<file path="src/rtl/mips_control.sv">
// Main decoder and ALU-control unit for a single-cycle MIPS-style datapath.
// Decode is combinational; only pc_write is registered (follows Run by one cycle).
module mips_control (
    input  logic       CLOCK_50,
    input  logic       Reset,
    input  logic [5:0] opcode,
    input  logic       Run,
    output logic       pc_write,
    input  logic [5:0] funct,
    output logic       Regwrite,
    output logic       Aluscr,
    output logic       MemWrite,
    output logic       MemRead,
    output logic       regRead,
    output logic       MemtoReg,
    output logic [3:0] ALUOP,
    output logic       jump,
    output logic       rt_or_rd,
    output logic       brancheq,
    output logic       branchnotequal,
    output logic       branchgreaterthan,
    output logic       branchlessthanorequal,
    output logic       branchgreaterthanorequal,
    output logic       jr,
    output logic       jal,
    output logic       branchlessthan
);

    localparam logic [3:0] ALU_AND  = 4'b0000;
    localparam logic [3:0] ALU_OR   = 4'b0001;
    localparam logic [3:0] ALU_ADD  = 4'b0010;
    localparam logic [3:0] ALU_SUB  = 4'b0011;
    localparam logic [3:0] ALU_NOR  = 4'b0100;
    localparam logic [3:0] ALU_XOR  = 4'b0101;
    localparam logic [3:0] ALU_SLT  = 4'b0110;
    localparam logic [3:0] ALU_SLL  = 4'b0111;
    localparam logic [3:0] ALU_SRL  = 4'b1000;
    localparam logic [3:0] ALU_SUBU = 4'b1001;
    localparam logic [3:0] ALU_ADDU = 4'b1011;

    logic       dec_regwrite, dec_aluscr, dec_memwrite, dec_memread;
    logic       dec_regread, dec_memtoreg, dec_jump, dec_rt_or_rd;
    logic       dec_beq, dec_bne, dec_bgt, dec_ble, dec_bge, dec_blt;
    logic       dec_jr, dec_jal;
    logic [3:0] dec_aluop;

    always_ff @(posedge CLOCK_50 or negedge Reset) begin
        if (!Reset)
            pc_write <= 1'b0;
        else
            pc_write <= Run;
    end

    always_comb begin
        dec_regwrite = 1'b0;
        dec_aluscr   = 1'b0;
        dec_memwrite = 1'b0;
        dec_memread  = 1'b0;
        dec_regread  = 1'b0;
        dec_memtoreg = 1'b0;
        dec_jump     = 1'b0;
        dec_rt_or_rd = 1'b0;
        dec_beq      = 1'b0;
        dec_bne      = 1'b0;
        dec_bgt      = 1'b0;
        dec_ble      = 1'b0;
        dec_bge      = 1'b0;
        dec_blt      = 1'b0;
        dec_jr       = 1'b0;
        dec_jal      = 1'b0;
        dec_aluop    = ALU_AND;
        case (opcode)
            6'b000000: begin
                // Valid arithmetic functs share the same enables; jr and NOP handled apart.
                case (funct)
                    6'b100000: dec_aluop = ALU_ADD;
                    6'b100010: dec_aluop = ALU_SUB;
                    6'b100100: dec_aluop = ALU_AND;
                    6'b100101: dec_aluop = ALU_OR;
                    6'b100111: dec_aluop = ALU_NOR;
                    6'b100110: dec_aluop = ALU_XOR;
                    6'b101010: dec_aluop = ALU_SLT;
                    6'b000000: dec_aluop = ALU_SLL;
                    6'b000010: dec_aluop = ALU_SRL;
                    6'b100011: dec_aluop = ALU_SUBU;
                    6'b100001: dec_aluop = ALU_ADDU;
                    default:   dec_aluop = ALU_AND;
                endcase
                case (funct)
                    6'b100000, 6'b100010, 6'b100100, 6'b100101, 6'b100111, 6'b100110,
                    6'b101010, 6'b000000, 6'b000010, 6'b100011, 6'b100001: begin
                        dec_rt_or_rd = 1'b1;
                        dec_regread  = 1'b1;
                        dec_regwrite = 1'b1;
                    end
                    6'b001001: begin
                        dec_jr      = 1'b1;
                        dec_regread = 1'b1;
                    end
                    default: ;
                endcase
            end
            6'b001000, 6'b001100, 6'b001101: begin
                dec_aluscr   = 1'b1;
                dec_regwrite = 1'b1;
                dec_regread  = 1'b1;
                dec_aluop    = (opcode == 6'b001000) ? ALU_ADD :
                               (opcode == 6'b001100) ? ALU_AND : ALU_OR;
            end
            6'b100011: begin
                dec_aluscr   = 1'b1;
                dec_memread  = 1'b1;
                dec_memtoreg = 1'b1;
                dec_regwrite = 1'b1;
                dec_regread  = 1'b1;
                dec_aluop    = ALU_ADD;
            end
            6'b101011: begin
                dec_aluscr   = 1'b1;
                dec_memwrite = 1'b1;
                dec_regread  = 1'b1;
                dec_aluop    = ALU_ADD;
            end
            6'b000100, 6'b000101, 6'b001111, 6'b110000, 6'b100101, 6'b110001: begin
                dec_regread = 1'b1;
                dec_aluop   = ALU_SUB;
                dec_beq     = (opcode == 6'b000100);
                dec_bne     = (opcode == 6'b000101);
                dec_bgt     = (opcode == 6'b001111);
                dec_blt     = (opcode == 6'b110000);
                dec_ble     = (opcode == 6'b100101);
                dec_bge     = (opcode == 6'b110001);
            end
            6'b000010: dec_jump = 1'b1;
            6'b000011: begin
                // Destination stays rt-select; the datapath forces $31 when jal is set.
                dec_jump     = 1'b1;
                dec_jal      = 1'b1;
                dec_regwrite = 1'b1;
            end
            default: ;
        endcase
    end

    // Reset blanks everything; Run additionally gates the state-changing enables.
    assign Regwrite                 = Reset & Run & dec_regwrite;
    assign MemWrite                 = Reset & Run & dec_memwrite;
    assign MemRead                  = Reset & Run & dec_memread;
    assign Aluscr                   = Reset & dec_aluscr;
    assign regRead                  = Reset & dec_regread;
    assign MemtoReg                 = Reset & dec_memtoreg;
    assign ALUOP                    = Reset ? dec_aluop : 4'b0000;
    assign jump                     = Reset & dec_jump;
    assign rt_or_rd                 = Reset & dec_rt_or_rd;
    assign brancheq                 = Reset & dec_beq;
    assign branchnotequal           = Reset & dec_bne;
    assign branchgreaterthan        = Reset & dec_bgt;
    assign branchlessthanorequal    = Reset & dec_ble;
    assign branchgreaterthanorequal = Reset & dec_bge;
    assign branchlessthan           = Reset & dec_blt;
    assign jr                       = Reset & dec_jr;
    assign jal                      = Reset & dec_jal;

endmodule

</file>
<file path="config.mk">
export PLATFORM = sky130hd
export DESIGN_NAME = mips_control
export DESIGN_NICKNAME = d
export VERILOG_FILES = /design/src/rtl/mips_control.sv
export SDC_FILE = /design/constraint.sdc
export NUM_CORES = 1
export LEC_CHECK = 0
export ABC_AREA = 1
export BUFFER_PORTS_ARGS = -buffer_cell sky130_fd_sc_hd__buf_2
export CAP_MARGIN = 20
export CORE_AREA = 5 5 44 50
export CTS_CLUSTER_DIAMETER = 150
export DETAILED_ROUTE_END_ITERATION = 8
export DIE_AREA = 0 0 49 55
export GPL_TIMING_DRIVEN = 0
export PLACE_DENSITY = 0.8
export SETUP_SLACK_MARGIN = 0.1
export SYNTH_ARGS = -nofsm -noshare
export SYNTH_HDL_FRONTEND = slang
export SYNTH_SLANG_ARGS = --single-unit
</file>
<file path="constraint.sdc">
create_clock -name CLOCK_50 -period 1.1 [get_ports CLOCK_50]
set_input_delay 0.22 -clock CLOCK_50 [delete_from_list [all_inputs] [get_ports CLOCK_50]]
set_output_delay 0.22 -clock CLOCK_50 [all_outputs]
set_load 0.02 [all_outputs]
</file>
==> results.yml, run 1 <==
status:
  status: "stopped before the end"
  stop_stage: "5_1_grt"
  firstError: "[ERROR DPL-0038] Utilization greater than 100%, impossible to legalize"
floorplanning:
  io_pins: 36
  num_rows: 16
  start_util_pct: 36.68
  fp.dieW_um: 49
  fp.dieH_um: 55
timing:
  worst_endpoint: "Regwrite"
  worst-ep-kind: "output port"
place:
  place.gp.congestion: 0.8248
  hpwlAfterDp_mm: 1.805
  numPortBuffers: 34
synthesis:
  syn-cell-area_sq_um: 616.8
  synth_top_area_share_pct: 23.73
  synth_cell_type_count: 20
  ys_seq_area_share_pct: 4.057
  synthArstFlopShare_pct: 100.0
  synth_common_cells: "39 x nand2_1, 30 x nor2_1, 13 x nand3_1, 8 x inv_1"
  post-synth-top-count-cell: "nand2_1"
  yosysTopAreaCell: "nand2_1"
  synth_cells: 131
  ys_seq_elements: 1
  synth_warnings: 0
  synth_flop_cell: "dfrtp_1"
  syn-num-nets: 146
  synth_edf_count: 0
  synth_area_leaders: "nand2_1 24%, nor2_1 18%, nand3_1 11%, nor2_2 6.1%, nor2_4 5.5%"
  avgSynthCellArea_sq_um: 4.709
cts:
  cts_hold_buffers: 0
global_routing:
  grt_max_degree: 9
[cell families after synthesis]
logic type             Yosys count  share of synthesized area (%)
AND/OR/NAND/NOR                103                          75.26
flip-flops                       1                          4.056
AO/OA/AOI/OAI                    9                          8.519
buffers and inverters           18                          12.17
[through the flow]
| step | cells | cell area, sq um | utilization (%) | worst slack (ps) | TNS (ps) |
|---|---|---|---|---|---|
| 2_1_floorplan | 131 | 883.3 | - | -179.4 | -905.7 |
| 3_3_place_gp | 183 | 1076 | 63.99 | -460.0 | -5032 |
| 3_5_place_dp | 183 | 1076 | 63.99 | -492.7 | -5273 |
| 4_1_cts | 203 | 1602 | 95.24 | -336.8 | -3493 |
[timing repair]
| action | CTS |
|---|---|
| buffers inserted | 19 |
| resized for setup | 104 |
| cloned | 1 |
| pin swaps | 30 |
| endpoints found under the setup margin | 20 |
==> inputs of run 2 (changes only) <==
- CORE_AREA: 5 5 44 50 -> 5 5 66 68
- CTS_CLUSTER_DIAMETER: 150 -> not set
- DIE_AREA: 0 0 49 55 -> 0 0 71 73
- PLACE_DENSITY: 0.8 -> not set
- PLACE_DENSITY_LB_ADDON: not set -> 0.15
- SETUP_SLACK_MARGIN: 0.1 -> not set
- clock period: 1.1 -> 1.43 ns (I/O delays scaled with it)
==> results.yml, run 2 <==
synthesis:
  syn-num-nets: 146
  yosysTopAreaCell: "nand2_1"
  synth_flop_cell: "dfrtp_1"
  synth_top_area_share_pct: 23.73
  synth_area_leaders: "nand2_1 24%, nor2_1 18%, nand3_1 11%, nor2_2 6.1%, nor2_4 5.5%"
  syn-cell-area_sq_um: 616.8
  ys_seq_area_share_pct: 4.057
  synth_cell_type_count: 20
  ys_seq_elements: 1
  synth_common_cells: "39 x nand2_1, 30 x nor2_1, 13 x nand3_1, 8 x inv_1"
  synth_cells: 131
  synth_warnings: 0
  synth_edf_count: 0
  post-synth-top-count-cell: "nand2_1"
  avgSynthCellArea_sq_um: 4.709
  synthArstFlopShare_pct: 100.0
place:
  pre_cts_slack_ps: -303.7
  place.gp.congestion: 0.8003
  dp.cells: 215
  numPortBuffers: 34
  hpwlAfterDp_mm: 1.895
power_and_ir_drop:
  finalPower_uw: 316.3
  ir_drop_mv: 0.09667
  power.density_nw_per_um2: 224.3
  p_leak_nw: 0.6782
floorplanning:
  fp.dieArea_sq_um: 5183
  num_rows: 23
  start_util_pct: 16.24
  core_sq_um: 3799
  fp.dieH_um: 73
  fp.dieW_um: 71
  io_pins: 36
worst_setup_path:
  cp.required_ps: 1140
  path_buf_inv: 3
  cp_max_fo: 5
  cp_cell_sequence: "buf_8 -> nor2_4 -> inv_2 -> nor2_4 -> nand2_4 -> nor2_4 -> nand2_2 -> a21oi_2 -> buf_6"
  crit_type: "primary input to primary output"
  critPathTopFamily: "simple AND/OR/NAND/NOR gates"
  max_stage_delay_ps: 160
  worst_setup_path_start_kind: "primary input"
  cp_common_cell: "nor2_4"
  worstPathArrival_ps: 1290
  crit_slowest_cell: "nor2_4"
  cp-end-kind: "primary output"
cells_and_area:
  drive_gt1_share_pct: 68.72
  stdcell_count: 229
  antenna_cells: 0
  reg_top3: "pc_write (1)"
  nNetsFinal: 196
  syn_to_final_growth_pct: 128.6
  regMostFlops: "pc_write"
  layout_commonest_cell: "nand2_1"
  largest_reg_flops: 1
  layout_common_cells: "27 x nand2_1, 21 x buf_4, 19 x nor2_4"
route:
  drtIter0Drc: 15
  vias: 991
  first_pass_iters: 4
  drc: 0
  drtAntennaViolNets: 0
  wl_mm: 2.522
  wire_per_inst_um: 11.01
  via_per_inst: 4.328
status:
  violations: "negative setup slack"
  status: "finished with violations"
timing:
  min_period_over_period_pct: 110.5
  drv_slew: 0
  finalHoldViolCount: 0
  setup-violations-final: 9
  setup_slack_ps: -150.4
  timing.setup.tns_ps: -897.3
  fmax_mhz: 632.8
  fin_crit_ps: 1580
  tightest_slew_ps: 196.3
  max_slew_margin_pct: 86.86
  rsz0062_at_grt: "true"
run:
  maxCapViolations: 0
global_routing:
  grt_pass1_wl_mm: 4.402
  grt_use_total_pct: 9.866
  gr-total-overflow: 0
  grt_pass1_vias: 1040
  grt_max_degree: 11
  antenna_found_initial: 0
worst_hold_path:
  min-delay-path-class: "primary input to async pin"
cts:
  path_clk_slew_ps: 0
  cts_hold_buffers: 0
## run 2: per-layer routing
layer  vias to the layer above  global-route usage (%)  wire (um)
met5                         -                       0          0
met4                         0                   1.461         38
met3                         4                  0.9642        103
met2                        22                   20.80       1451
met1                       459                   10.56        929
li1                        506                       -          -
## run 2: layout make-up
class                           count  area [sq um]
Multi-Input combinational cell    112         782.0
Inverter                           16         80.08
Buffer                              2         18.77
Sequential cell                     1         25.02
Fill cell                         441          2389
Timing Repair Buffer               48         441.7
Tap cell                           50         62.56
## run 2: metrics by stage
stage | utilization [%] | hold slack, ps | instance area, sq um
after floorplan | - | -9.591 | 625.6
after global placement | 22.60 | 101.3 | 858.3
after detailed placement | 22.60 | 102.2 | 858.3
after CTS | 33.40 | 102.1 | 1269
after global routing | 37.12 | 108.7 | 1410
final | 37.12 | 101.8 | 1410
## run 2: cells by family after synthesis
group / Yosys count / synth area share [%]
flops: 1 / 4.056
buf+inv: 18 / 12.17
compound gates: 9 / 8.519
simple gates: 103 / 75.26
## run 2: worst paths after layout
check / cells past startpoint / start / endpoint / slack, ps
worst max-delay path: 9 / opcode[5] / ALUOP[3] / -150
worst min-delay path: 1 / Reset / pc_write / 100
max in group asynchronous: 1 / Reset / pc_write / 1200
min in group CLOCK_50: 1 / Run / pc_write / 410
## run 2: report_power, final
group	switching, mW	internal, mW	total [mW]
clock network	0	0	0
logic	0.162	0.124	0.286
registers	0.000246	0.0302	0.0305
## run 2: timing repair
item,CTS,global route
setup endpoints to repair,17,15
buffers inserted,10,4
resized for setup,104,32
pin swaps,34,15
Power figures use the tool's default switching activity.
